## src/rtl/fetch_stage_pkg.sv

```systemverilog
// Shared pipeline definitions: word width, reset/bubble constants and the
// fetch action encoding used by fetch, decode and hazard logic.
package fetch_stage_pkg;

  localparam int unsigned XLEN = 32;

  typedef logic [XLEN-1:0] word_t;

  localparam word_t RESET_PC_DEFAULT  = 32'h0000_0000;
  localparam word_t NOP_INSTR_DEFAULT = 32'h0000_0013;  // addi x0,x0,0
  localparam word_t INSTR_BYTES       = 32'd4;

  typedef enum logic [1:0] {
    ACT_SEQ      = 2'd0,
    ACT_HOLD     = 2'd1,
    ACT_REDIRECT = 2'd2
  } fetch_act_e;

  typedef struct packed {
    word_t instr;
    word_t pc;
    word_t pc_plus4;
    logic  valid;
  } id_payload_t;

  function automatic word_t word_align(input word_t addr);
    return addr & ~word_t'(3);
  endfunction

  // Stall outranks a redirect so a held decode slot never loses its instruction.
  function automatic fetch_act_e decode_act(input logic stall, input logic branch_taken);
    if (stall)        return ACT_HOLD;
    if (branch_taken) return ACT_REDIRECT;
    return ACT_SEQ;
  endfunction

endpackage

```

## src/rtl/fetch_stage_if.sv

```systemverilog
// Fetch-stage bus: hazard/branch controls, instruction memory port,
// decode-stage outputs and event counters.
interface fetch_stage_if;
  import fetch_stage_pkg::*;

  logic  stall;
  logic  branch_taken;
  word_t branch_target;
  word_t imem_addr;
  word_t imem_rdata;
  word_t id_instr;
  word_t id_pc;
  word_t id_pc_plus4;
  logic  id_valid;
  word_t stall_cnt;
  word_t flush_cnt;

  modport master (
    input  stall, branch_taken, branch_target, imem_rdata,
    output imem_addr, id_instr, id_pc, id_pc_plus4, id_valid, stall_cnt, flush_cnt
  );

  modport slave (
    output stall, branch_taken, branch_target, imem_rdata,
    input  imem_addr, id_instr, id_pc, id_pc_plus4, id_valid, stall_cnt, flush_cnt
  );

endinterface

```

## src/rtl/fetch_stage_if_id_reg.sv

```systemverilog
// IF/ID pipeline register: holds on stall, loads a bubble on flush,
// otherwise captures the freshly fetched instruction.
module if_id_reg
  import fetch_stage_pkg::*;
#(
  parameter word_t NOP_INSTR = NOP_INSTR_DEFAULT
) (
  input  logic        clk,
  input  logic        rst,
  input  logic        hold,
  input  logic        flush,
  input  id_payload_t load_data,
  output id_payload_t id_out
);

  localparam id_payload_t BUBBLE = '{
    instr:    NOP_INSTR,
    pc:       '0,
    pc_plus4: '0,
    valid:    1'b0
  };

  id_payload_t payload_d;
  id_payload_t payload_q;

  always_comb begin
    payload_d = payload_q;
    if (hold) begin
      payload_d = payload_q;
    end else if (flush) begin
      payload_d = BUBBLE;
    end else begin
      payload_d = load_data;
    end
  end

  always_ff @(posedge clk) begin
    if (rst) begin
      payload_q <= BUBBLE;
    end else begin
      payload_q <= payload_d;
    end
  end

  assign id_out = payload_q;

endmodule

```

## src/rtl/fetch_stage.sv

```systemverilog
// Instruction fetch stage: PC register, next-PC select, IF/ID register and
// stall/flush event counters.
module fetch_stage
  import fetch_stage_pkg::*;
#(
  parameter word_t RESET_PC  = RESET_PC_DEFAULT,
  parameter word_t NOP_INSTR = NOP_INSTR_DEFAULT
) (
  input  logic            clk,
  input  logic            rst,
  fetch_stage_if.master   bus
);

  fetch_act_e  act;
  word_t       pc_d;
  word_t       pc_q;
  word_t       pc_seq;
  word_t       stall_cnt_d;
  word_t       stall_cnt_q;
  word_t       flush_cnt_d;
  word_t       flush_cnt_q;
  id_payload_t fetched;
  id_payload_t id_cur;

  assign act    = decode_act(bus.stall, bus.branch_taken);
  assign pc_seq = pc_q + INSTR_BYTES;  // wraps modulo 2^32

  always_comb begin
    pc_d        = pc_q;
    stall_cnt_d = stall_cnt_q;
    flush_cnt_d = flush_cnt_q;
    unique case (act)
      ACT_HOLD: begin
        stall_cnt_d = stall_cnt_q + 32'd1;
      end
      ACT_REDIRECT: begin
        pc_d        = word_align(bus.branch_target);
        flush_cnt_d = flush_cnt_q + 32'd1;
      end
      default: begin
        pc_d = pc_seq;
      end
    endcase
  end

  always_ff @(posedge clk) begin
    if (rst) begin
      pc_q        <= RESET_PC;
      stall_cnt_q <= '0;
      flush_cnt_q <= '0;
    end else begin
      pc_q        <= pc_d;
      stall_cnt_q <= stall_cnt_d;
      flush_cnt_q <= flush_cnt_d;
    end
  end

  always_comb begin
    fetched.instr    = bus.imem_rdata;
    fetched.pc       = pc_q;
    fetched.pc_plus4 = pc_seq;
    fetched.valid    = 1'b1;
  end

  if_id_reg #(
    .NOP_INSTR (NOP_INSTR)
  ) u_if_id_reg (
    .clk       (clk),
    .rst       (rst),
    .hold      (act == ACT_HOLD),
    .flush     (act == ACT_REDIRECT),
    .load_data (fetched),
    .id_out    (id_cur)
  );

  assign bus.imem_addr   = pc_q;
  assign bus.id_instr    = id_cur.instr;
  assign bus.id_pc       = id_cur.pc;
  assign bus.id_pc_plus4 = id_cur.pc_plus4;
  assign bus.id_valid    = id_cur.valid;
  assign bus.stall_cnt   = stall_cnt_q;
  assign bus.flush_cnt   = flush_cnt_q;

endmodule

```

## src/flat_wrapper.sv

```systemverilog
// flat-port wrapper written by rule: the top's interface ports become plain ports
module fetch_stage_flat import fetch_stage_pkg::*;
#(
  parameter word_t RESET_PC  = RESET_PC_DEFAULT,
  parameter word_t NOP_INSTR = NOP_INSTR_DEFAULT
)
  (clk, rst, bus_stall, bus_branch_taken, bus_branch_target, bus_imem_rdata, bus_imem_addr, bus_id_instr, bus_id_pc, bus_id_pc_plus4, bus_id_valid, bus_stall_cnt, bus_flush_cnt);
  fetch_stage_if bus_i ();
  input  logic clk;
  input  logic rst;
  input wire logic [$bits(bus_i.stall)-1:0] bus_stall;
  input wire logic [$bits(bus_i.branch_taken)-1:0] bus_branch_taken;
  input wire logic [$bits(bus_i.branch_target)-1:0] bus_branch_target;
  input wire logic [$bits(bus_i.imem_rdata)-1:0] bus_imem_rdata;
  output wire logic [$bits(bus_i.imem_addr)-1:0] bus_imem_addr;
  output wire logic [$bits(bus_i.id_instr)-1:0] bus_id_instr;
  output wire logic [$bits(bus_i.id_pc)-1:0] bus_id_pc;
  output wire logic [$bits(bus_i.id_pc_plus4)-1:0] bus_id_pc_plus4;
  output wire logic [$bits(bus_i.id_valid)-1:0] bus_id_valid;
  output wire logic [$bits(bus_i.stall_cnt)-1:0] bus_stall_cnt;
  output wire logic [$bits(bus_i.flush_cnt)-1:0] bus_flush_cnt;
  assign bus_i.stall = bus_stall;
  assign bus_i.branch_taken = bus_branch_taken;
  assign bus_i.branch_target = bus_branch_target;
  assign bus_i.imem_rdata = bus_imem_rdata;
  assign bus_imem_addr = bus_i.imem_addr;
  assign bus_id_instr = bus_i.id_instr;
  assign bus_id_pc = bus_i.id_pc;
  assign bus_id_pc_plus4 = bus_i.id_pc_plus4;
  assign bus_id_valid = bus_i.id_valid;
  assign bus_stall_cnt = bus_i.stall_cnt;
  assign bus_flush_cnt = bus_i.flush_cnt;
  fetch_stage #(.RESET_PC(RESET_PC), .NOP_INSTR(NOP_INSTR)) u_core (.clk(clk), .rst(rst), .bus(bus_i));
endmodule
```

## config.mk

```make
export PLATFORM = sky130hd
export DESIGN_NAME = fetch_stage_flat
export DESIGN_NICKNAME = d
export VERILOG_FILES = /design/src/rtl/fetch_stage_pkg.sv /design/src/rtl/fetch_stage_if.sv /design/src/rtl/fetch_stage_if_id_reg.sv /design/src/rtl/fetch_stage.sv /design/src/flat_wrapper.sv
export SDC_FILE = /design/constraint.sdc
export NUM_CORES = 1
export LEC_CHECK = 0
export ABC_AREA = 1
export CAP_MARGIN = 5
export CORE_ASPECT_RATIO = 0.8
export CORE_UTILIZATION = 40
export DETAILED_ROUTE_END_ITERATION = 16
export GPL_TIMING_DRIVEN = 0
export PLACE_DENSITY = 0.72
export SYNTH_ARGS = -nofsm -noshare
export SYNTH_HDL_FRONTEND = slang
export SYNTH_HIERARCHICAL = 1
export SYNTH_SLANG_ARGS = --single-unit
```

## constraint.sdc

```tcl
create_clock -name clk -period 1.35 [get_ports clk]
set_input_delay 0.135 -clock clk [delete_from_list [all_inputs] [get_ports clk]]
set_output_delay 0.135 -clock clk [all_outputs]
set_load 0.01 [all_outputs]
```

Word-level counts from Yosys, hierarchy flattened
Cells that the tools add are included.
{"block": "op_classes", "add_sub_neg": 3, "eq_ne": 2, "n_mux": 9}
{"cell": "97-bit 2-to-1 mux", "n": 1}
{"cell": "32-bit by 1-bit adder with 32-bit output (second input constant)", "n": 2}
{"cell": "32-bit one-hot mux with 2 select lines", "n": 1}
{"cell": "32-bit by 3-bit adder with 32-bit output (second input constant)", "n": 1}
{"cell": "2-bit 2-to-1 mux", "n": 4}
{"cell": "1-bit 2-to-1 mux", "n": 3}
{"cell": "2-bit by 1-bit equality test with 1-bit output (second input constant)", "n": 1}
{"cell": "2-bit equality test (second input constant)", "n": 1}
{"block": "totals", "regBits": 193, "inputBits": 68}

Depth between registers and ports, before layout
{"block": "depth", "depth_word": 6, "mapped_depth": 10, "depth_no_buf": 10}

Hierarchy
Netlist, hierarchy kept.
{"mod": "fetch_stage", "seq_area_each_um2": 1881.8, "n_inst": 1, "area_per_inst_um2": 5706.7, "cells_per_inst": 917}
{"mod": "if_id_reg", "seq_area_each_um2": 1941.9, "n_inst": 1, "area_per_inst_um2": 3372.0, "cells_per_inst": 423}

Worst setup path before layout
Ideal clock, no wire load.
{"block": "synth_path", "kind": "register to register", "from": "register u_core.pc_q[3] (netlist: u_core/bus.imem_addr[3])", "to": "register u_core.u_if_id_reg.payload_q, in the netlist u_core/u_if_id_reg/id_out[27]", "path_stages_with_launch": 10, "required_time_ns": 1.218, "slack_ns": -0.228, "period_less_slack_ns": 1.578, "path_buffers": 0, "arrival_ns": 1.445, "setup_time_ns": 0.132, "path_cell_list": "dfxtp_1 ha_1 nand2_1 nor2_4 nand2_2 nor2_4 nand3_1 and2_1 nand2_1 a21oi_1"}
{"block": "synth_between", "elab_chain_len": 2}
{"item": "from (decl)", "line": "fetch_stage.sv:16", "source": "word_t pc_q;"}
{"item": "from (signal assigned)", "line": "fetch_stage.sv:52", "source": "pc_q <= pc_d;"}
{"item": "32-bit by 3-bit adder with 32-bit output", "line": "fetch_stage.sv:26", "source": "assign pc_seq = pc_q + INSTR_BYTES;"}
{"item": "named net u_core.pc_seq[26]", "line": "fetch_stage.sv:17", "source": "word_t pc_seq;"}
{"item": "97-bit 2-to-1 mux", "line": "fetch_stage_if_id_reg.sv:30", "source": "end else if (flush) begin"}
{"item": "to (signal assigned)", "line": "fetch_stage_if_id_reg.sv:41", "source": "payload_q <= payload_d;"}
{"item": "to (decl)", "line": "fetch_stage_if_id_reg.sv:24", "source": "id_payload_t payload_q;"}
The timed path passes the listed nets, and every way through them passes these cells.
A chain may end at the register's enable or synchronous reset.

Worst setup path after layout
{"block": "layout_path", "from": "register u_core.pc_q[3] (netlist: u_core/bus.imem_addr[3])", "to": "register u_core.u_if_id_reg.payload_q, in the netlist u_core/u_if_id_reg/id_out[17]"}
The elaborated chain is that of the path after synthesis.

==> run summary <==
run status - finished with violations
failing checks - setup timing
Setup CP Type - flip-flop to flip-flop
vias in the first global route - 9,097
final wirelength - 33,880 µm
CP Max Fanout - 4
Leak - 6.296 nW
Clock Skew - 11.08 ps
Core ar. - 21,920 µm²
Post-synth EDFFs - 0
final setup violation count - 77
yosys warns - 6
Worst-Margin Slew - 780.6 ps
Area contributors post-synth - dfxtp_1, nand2_1, a21oi_1
antenna-violating nets left - 0
Critical Path AT - 1970 ps
Final Hold Viols - 0
Mapped Cells - 1,340
Synth top area share - 0.4212
CP startpoint kind - flip-flop
vias per inst - 5.115
Final Max Tran Viols - 0
sequential share of the synthesized area - 0.4212
internal power - 9.307 mW
Overflow after GRT - 0
initial antenna violation count - 1
CTS tree - yes
Total Routing Usage GR - 0.2713
Primary FF master, synth - dfxtp_1
pre-CTS WS - -1093 ps
switching power - 3.306 mW
fin crit share - 1.199
Pwr per Cell Area - 873.9 nW/µm²
GP Congestion - 0.9293
Final nets - 1,784
Top Ports - 261
Syn Std Cell Area - 9079 µm²
Post-Syn Area per Cell - 6.775 µm²
sequential power share - 0.468
height of the die - 136.8 µm
Synth Register Bits - 191
CP startpoint - u_core/bus.imem_addr[3]
total number of vias - 10,360
worst setup margin - -268.0 ps
Root Driver - clkbuf_16
Iteration-0 DRC Markers - 972
Initial Util - 0.4142
asr flop ratio synth - 0
setup TNS - -8684 ps
Reg clk slew, reported paths - 80 ps
Reg-to-Reg Start - u_core/bus.imem_addr[3]
max_cap viols - 0
Final HPWL DP - 23,260 µm
Port Buf Inserts - 255
relative slew slack - 0.4796
unrepaired setup endpoints after global routing - true
antenna fix cells - 0
DRT Pass-1 Iters - 7
Power Total - 12.61 mW
area delta synth->final - 58.97%
insertion delay to the later sink of the worst-skew pair - 430 ps
Total Die Area - 23,310 µm²
die width - 170.4 µm
clock buffer count from CTS - 17
Hold WC Path Type - input port to flip-flop
area leader, netlist - dfxtp_1
min Tclk post-route - 1618 ps
Clock Sinks - 191
Yosys cell types - 37
hold_sp - bus_stall
# rows - 48
DRC - 0
layout cells sized above 1 - 0.2851
Req. time, crit path - 1700 ps
Comb pwr share - 0.119
# H-tree levels - 4
largest buffer count on any clock path - 2
global-route wire length before repair - 48,800 µm
Max VDD drop - 796.5 µV
largest net degree at the start of global routing - 17
Net Sw Frac - 0.2621
highest clock rate - 0.6180 GHz
share of total power in the clock network - 0.414
Critical Path End Type - flip-flop
drt wl/cell - 16.72 µm
synth_stat cells (2+ instances only):
master    instances
nand2_1         494
dfxtp_1         191
nor2_1          149
a21oi_1         140
inv_1            92
nand3_1          46
o21ai_0          31
clkbuf_1         23
xor2_1           21
nor2_2           16
buf_2            15
nor2_4           14
o21ai_1          10
buf_6             9
nor3_1            9
nand2_2           8
nand4_1           8
o221a_2           8
a31oi_1           7
inv_2             7
and2_1            6
xnor2_1           6
buf_1             5
buf_4             4
ha_1              3
o21a_1            3
conb_1            2
nand3_2           2
o211a_1           2
o21bai_1          2
layout by cell type, fill, tap and decap left out, drive strengths merged, types with 21 or more instances in the layout:
cell type / count
o21ai: 41
clkbuf: 41
clkdlybuf4s50: 62
buf: 129
nand2: 502
dfxtp: 191
a21oi: 140
inv: 101
nand3: 49
dlygate4sd2: 184
xor2: 21
nor2: 179
kinds of logic after synthesis:
kind of cell	share of synthesized area
and+or+nand+nor	0.3509
AOI/OAI and AO/OA	0.1217
DFF	0.4212
buffers and inverters	0.07525
xor gates and xnor gates	0.02605
adders and majority gates	0.004135
other	0.0008272
worst max-delay path: stages, from the launching register on:
cell	delay [ps]
dfxtp_4	390
ha_4	150
nand2_4	60
nor2_4	140
buf_4	140
nand2_2	70
nor2_4	150
xor2_1	230
nand2_1	80
a21oi_1	120
per-stage QoR:
step / instances / util / hold WS [ps] / area, µm²
finish: 2026 / 0.6584 / 78.28 / 14430
floorplan: 1345 / - / 269.7 / 9205
detailed placement: 1900 / 0.5535 / 453.1 / 12130
global placement: 1900 / 0.5535 / 441.3 / 12130
CTS: 1983 / 0.6142 / 44.15 / 13460
global route: 2026 / 0.6584 / 109.0 / 14430
state kept, by name, indices dropped and copies added, names as in the netlist:
| register | flops |
|---|---|
| u_core/bus.flush_cnt | 32 |
| u_core/bus.stall_cnt | 32 |
| u_core/u_if_id_reg/id_out | 97 |
| u_core/bus.imem_addr | 30 |
power groups by stage:
| stage | sequential [mW] | clock, mW | combinational (mW) |
|---|---|---|---|
| 4_1_cts | 5.95 | 5.27 | 1.42 |
| 6_report | 5.90 | 5.22 | 1.50 |
| 3_3_place_gp | 6.11 | 0 | 1.39 |
| 5_1_grt | 5.92 | 5.54 | 1.60 |
| 3_5_place_dp | 6.12 | 0 | 1.40 |
| 2_1_floorplan | 6.15 | 0 | 0.571 |
routing by layer:
layer  wire [µm]  vias to the layer above  global-route usage  part of all wire
met1       15180                     4894              0.3800              0.45
met3        2512                       44             0.05437             0.074
met5           0                        -                   0                 0
met2       15660                      439              0.4260              0.46
li1            -                     4985                   -                 -
met4         519                        0             0.06657             0.015
worst paths after layout:
check | endpoint | slack, ps | cells past startpoint
worst max register to register | u_core/u_if_id_reg/id_out[17] | -270 | 9
worst min-delay path | u_core/bus.stall_cnt[0] | 80 | 4
worst max-delay path | u_core/u_if_id_reg/id_out[17] | -270 | 9
worst min register to register | u_core/u_if_id_reg/id_out[95] | 460 | 2
cell type report:
cell class	instances	area, µm²
plain buffers	56	321.6
clock buffers	17	425.4
clock inverters	15	168.9
fillers	1892	7488
inverters	99	376.6
multi-input cells	999	5557
flip-flops and latches	191	4091
well taps	300	375.4
repair buffers	349	3117
timing repair:
action | in CTS | in global routing
gates cloned | 1 | 0
gates resized for setup | 402 | 219
setup endpoints to repair | 360 | 116
setup buffers | 50 | 44
hold buffers | 0 | 0
pin swaps | 56 | 81
endpoints found under the hold margin | 0 | 0
No activity file was read; power rests on OpenSTA's default activity.
==> RTL edit (config.mk and constraints unchanged) <==
Set the package constant `XLEN` to 48 (it was 32).
--- a/src/rtl/fetch_stage_pkg.sv
+++ b/src/rtl/fetch_stage_pkg.sv
@@ -3,5 +3,5 @@
 package fetch_stage_pkg;
 
-  localparam int unsigned XLEN = 32;
+  localparam int unsigned XLEN = 48;
 
   typedef logic [XLEN-1:0] word_t;
Ports: changed (8 resized); port bits go from 261 to 389. No check against the original RTL was run, so the function may have changed too.
==> RTL edit against the unedited design <==
The flow still finishes with violations (setup timing). Count of clock-buffer cells in the layout increased by 24. Synthesized cell count grew 55%. Sequential power is 50% higher. Sequential cell count is 96 higher. Design area increased by 61%. Critical endpoint is now u_core/bus.stall_cnt[46]$_SDFFE_PP0P_. Synthesized area grew 52%. Largest cell class unchanged. Global-route usage increased by 3.3 points. Die area rose by 51%. Combinational power up 62%. Worst setup slack worse by 0.18 ns. Fmax is 10% lower. Total power increased by 62%. Routed wire length increased by 79%.
==> RTL edit: results (changes against the unedited design) <==
| Metric | Value |
|---|---|
| Final worst slack | -0.449 ns (was -0.268 ns) |
| Failing checks | setup timing (unchanged) |
| Pin count of the biggest net entering global routing | 15 (was 17) |
| Synth area leaders | dfxtp_1, nand2_1, nor2_1 (was dfxtp_1, nand2_1, a21oi_1) |
| Met2 Use GR | 0.515 (was 0.426) |
| Post_cts resized | 1057 (was 402) |
| Switching Share | 0.260 (was 0.262) |
| H-Tree Depth | 1 (was 4) |
| Slowest cell delay on critical path | 0.36 ns (was 0.39 ns) |
| Worst reg-to-reg path cell count | 10 (was 9) |
| Number of global-route vias before repair | 15500 (was 9097) |
| GPL Wtd Cong | 0.931 (was 0.929) |
| Post-Route Skew | 0.0204 ns (was 0.0111 ns) |
| Max FFs per register | 145 (was 97) |
| GRT met3 Usage | 0.0591 (was 0.0544) |
| Hold Crit Start | bus_branch_target[7] (was bus_stall) |
| Clock Tree Buf Depth | 3 (was 2) |
| Highest metal used | met5 (was met4) |
| Wl on met1 | 23900 um (was 15200 um) |
| GRT Total Usage | 0.304 (was 0.271) |
| Setup TNS | -38.71 ns (was -8.68 ns) |
| WP data arrival | 2.28 ns (was 1.97 ns) |
| DP HPWL | 40000 um (was 23300 um) |
| Post-CTS Setup Inserts | 104 (was 50) |
| TritonCTS Buffers | 31 (was 17) |
| Outcome | finished with violations (unchanged) |
| Initial antenna violation count | 5 (was 1) |
| Synth unique cells | 38 (was 37) |
| Met1 Use GR | 0.389 (was 0.380) |
| #MultiIn Comb | 1529 (was 999) |
| WHS Path Cells | 3 (was 4) |
| Seq/Total Area, Yosys | 0.417 (was 0.421) |
| Setup violators final | 203 (was 77) |
| Reg2reg end | u_core/bus.stall_cnt[46]$_SDFFE_PP0P_ (was u_core/u_if_id_reg/id_out[17]$_SDFFE_PP0N_) |
-- RTL edit: cell types whose count changed after synthesis, moves of 39 or more --
cell / change
dfxtp_1: +96
nor2_1: +118
inv_1: +91
nand4_1: +39
nand2_1: +216
a21oi_1: +58
-- RTL edit: through the flow --
stage | hold WS [ns] | std cells | setup slack, ns
after CTS | 0.0128 | 3059 | -0.312
final | 0.118 | 3120 | -0.449
after detailed placement | 0.455 | 2900 | -1.27
after global routing | 0.112 | 3117 | -0.522
after floorplan | 0.270 | 2083 | -0.153
after global placement | 0.442 | 2900 | -1.27
-- RTL edit: cell families (layout without fill, tap and decap cells) --
logic type               after synthesis  after routing  synth area share
buffers and inverters                267            866            0.0765
XOR/XNOR                              50             50            0.0318
AO/OA/AOI/OAI                        307            307             0.121
other                                  2             11          0.000545
flip-flops                           287            287             0.417
adder cells (fa/ha/maj)                3              3           0.00272
AND/OR/NAND/NOR                     1162           1162             0.351
-- RTL edit: how the worst max path moves through the flow --
stage | from | end | slack, ns
final | u_core/bus.stall_cnt[0]$_SDFFE_PP0P_ | u_core/bus.stall_cnt[46]$_SDFFE_PP0P_ | -0.45
after CTS | u_core/bus.imem_addr[2]$_SDFFE_PP0N_ | u_core/u_if_id_reg/id_out[27]$_SDFFE_PP0N_ | -0.31
after floorplan | u_core/bus.imem_addr[2]$_SDFFE_PP0N_ | u_core/u_if_id_reg/id_out[41]$_SDFFE_PP0N_ | -0.15
after global placement | bus_branch_taken | u_core/u_if_id_reg/id_out[94]$_SDFFE_PP0N_ | -1.27
after detailed placement | bus_branch_taken | u_core/u_if_id_reg/id_out[139]$_SDFFE_PP0N_ | -1.27
after global routing | u_core/bus.stall_cnt[0]$_SDFFE_PP0P_ | u_core/bus.stall_cnt[38]$_SDFFE_PP0P_ | -0.52
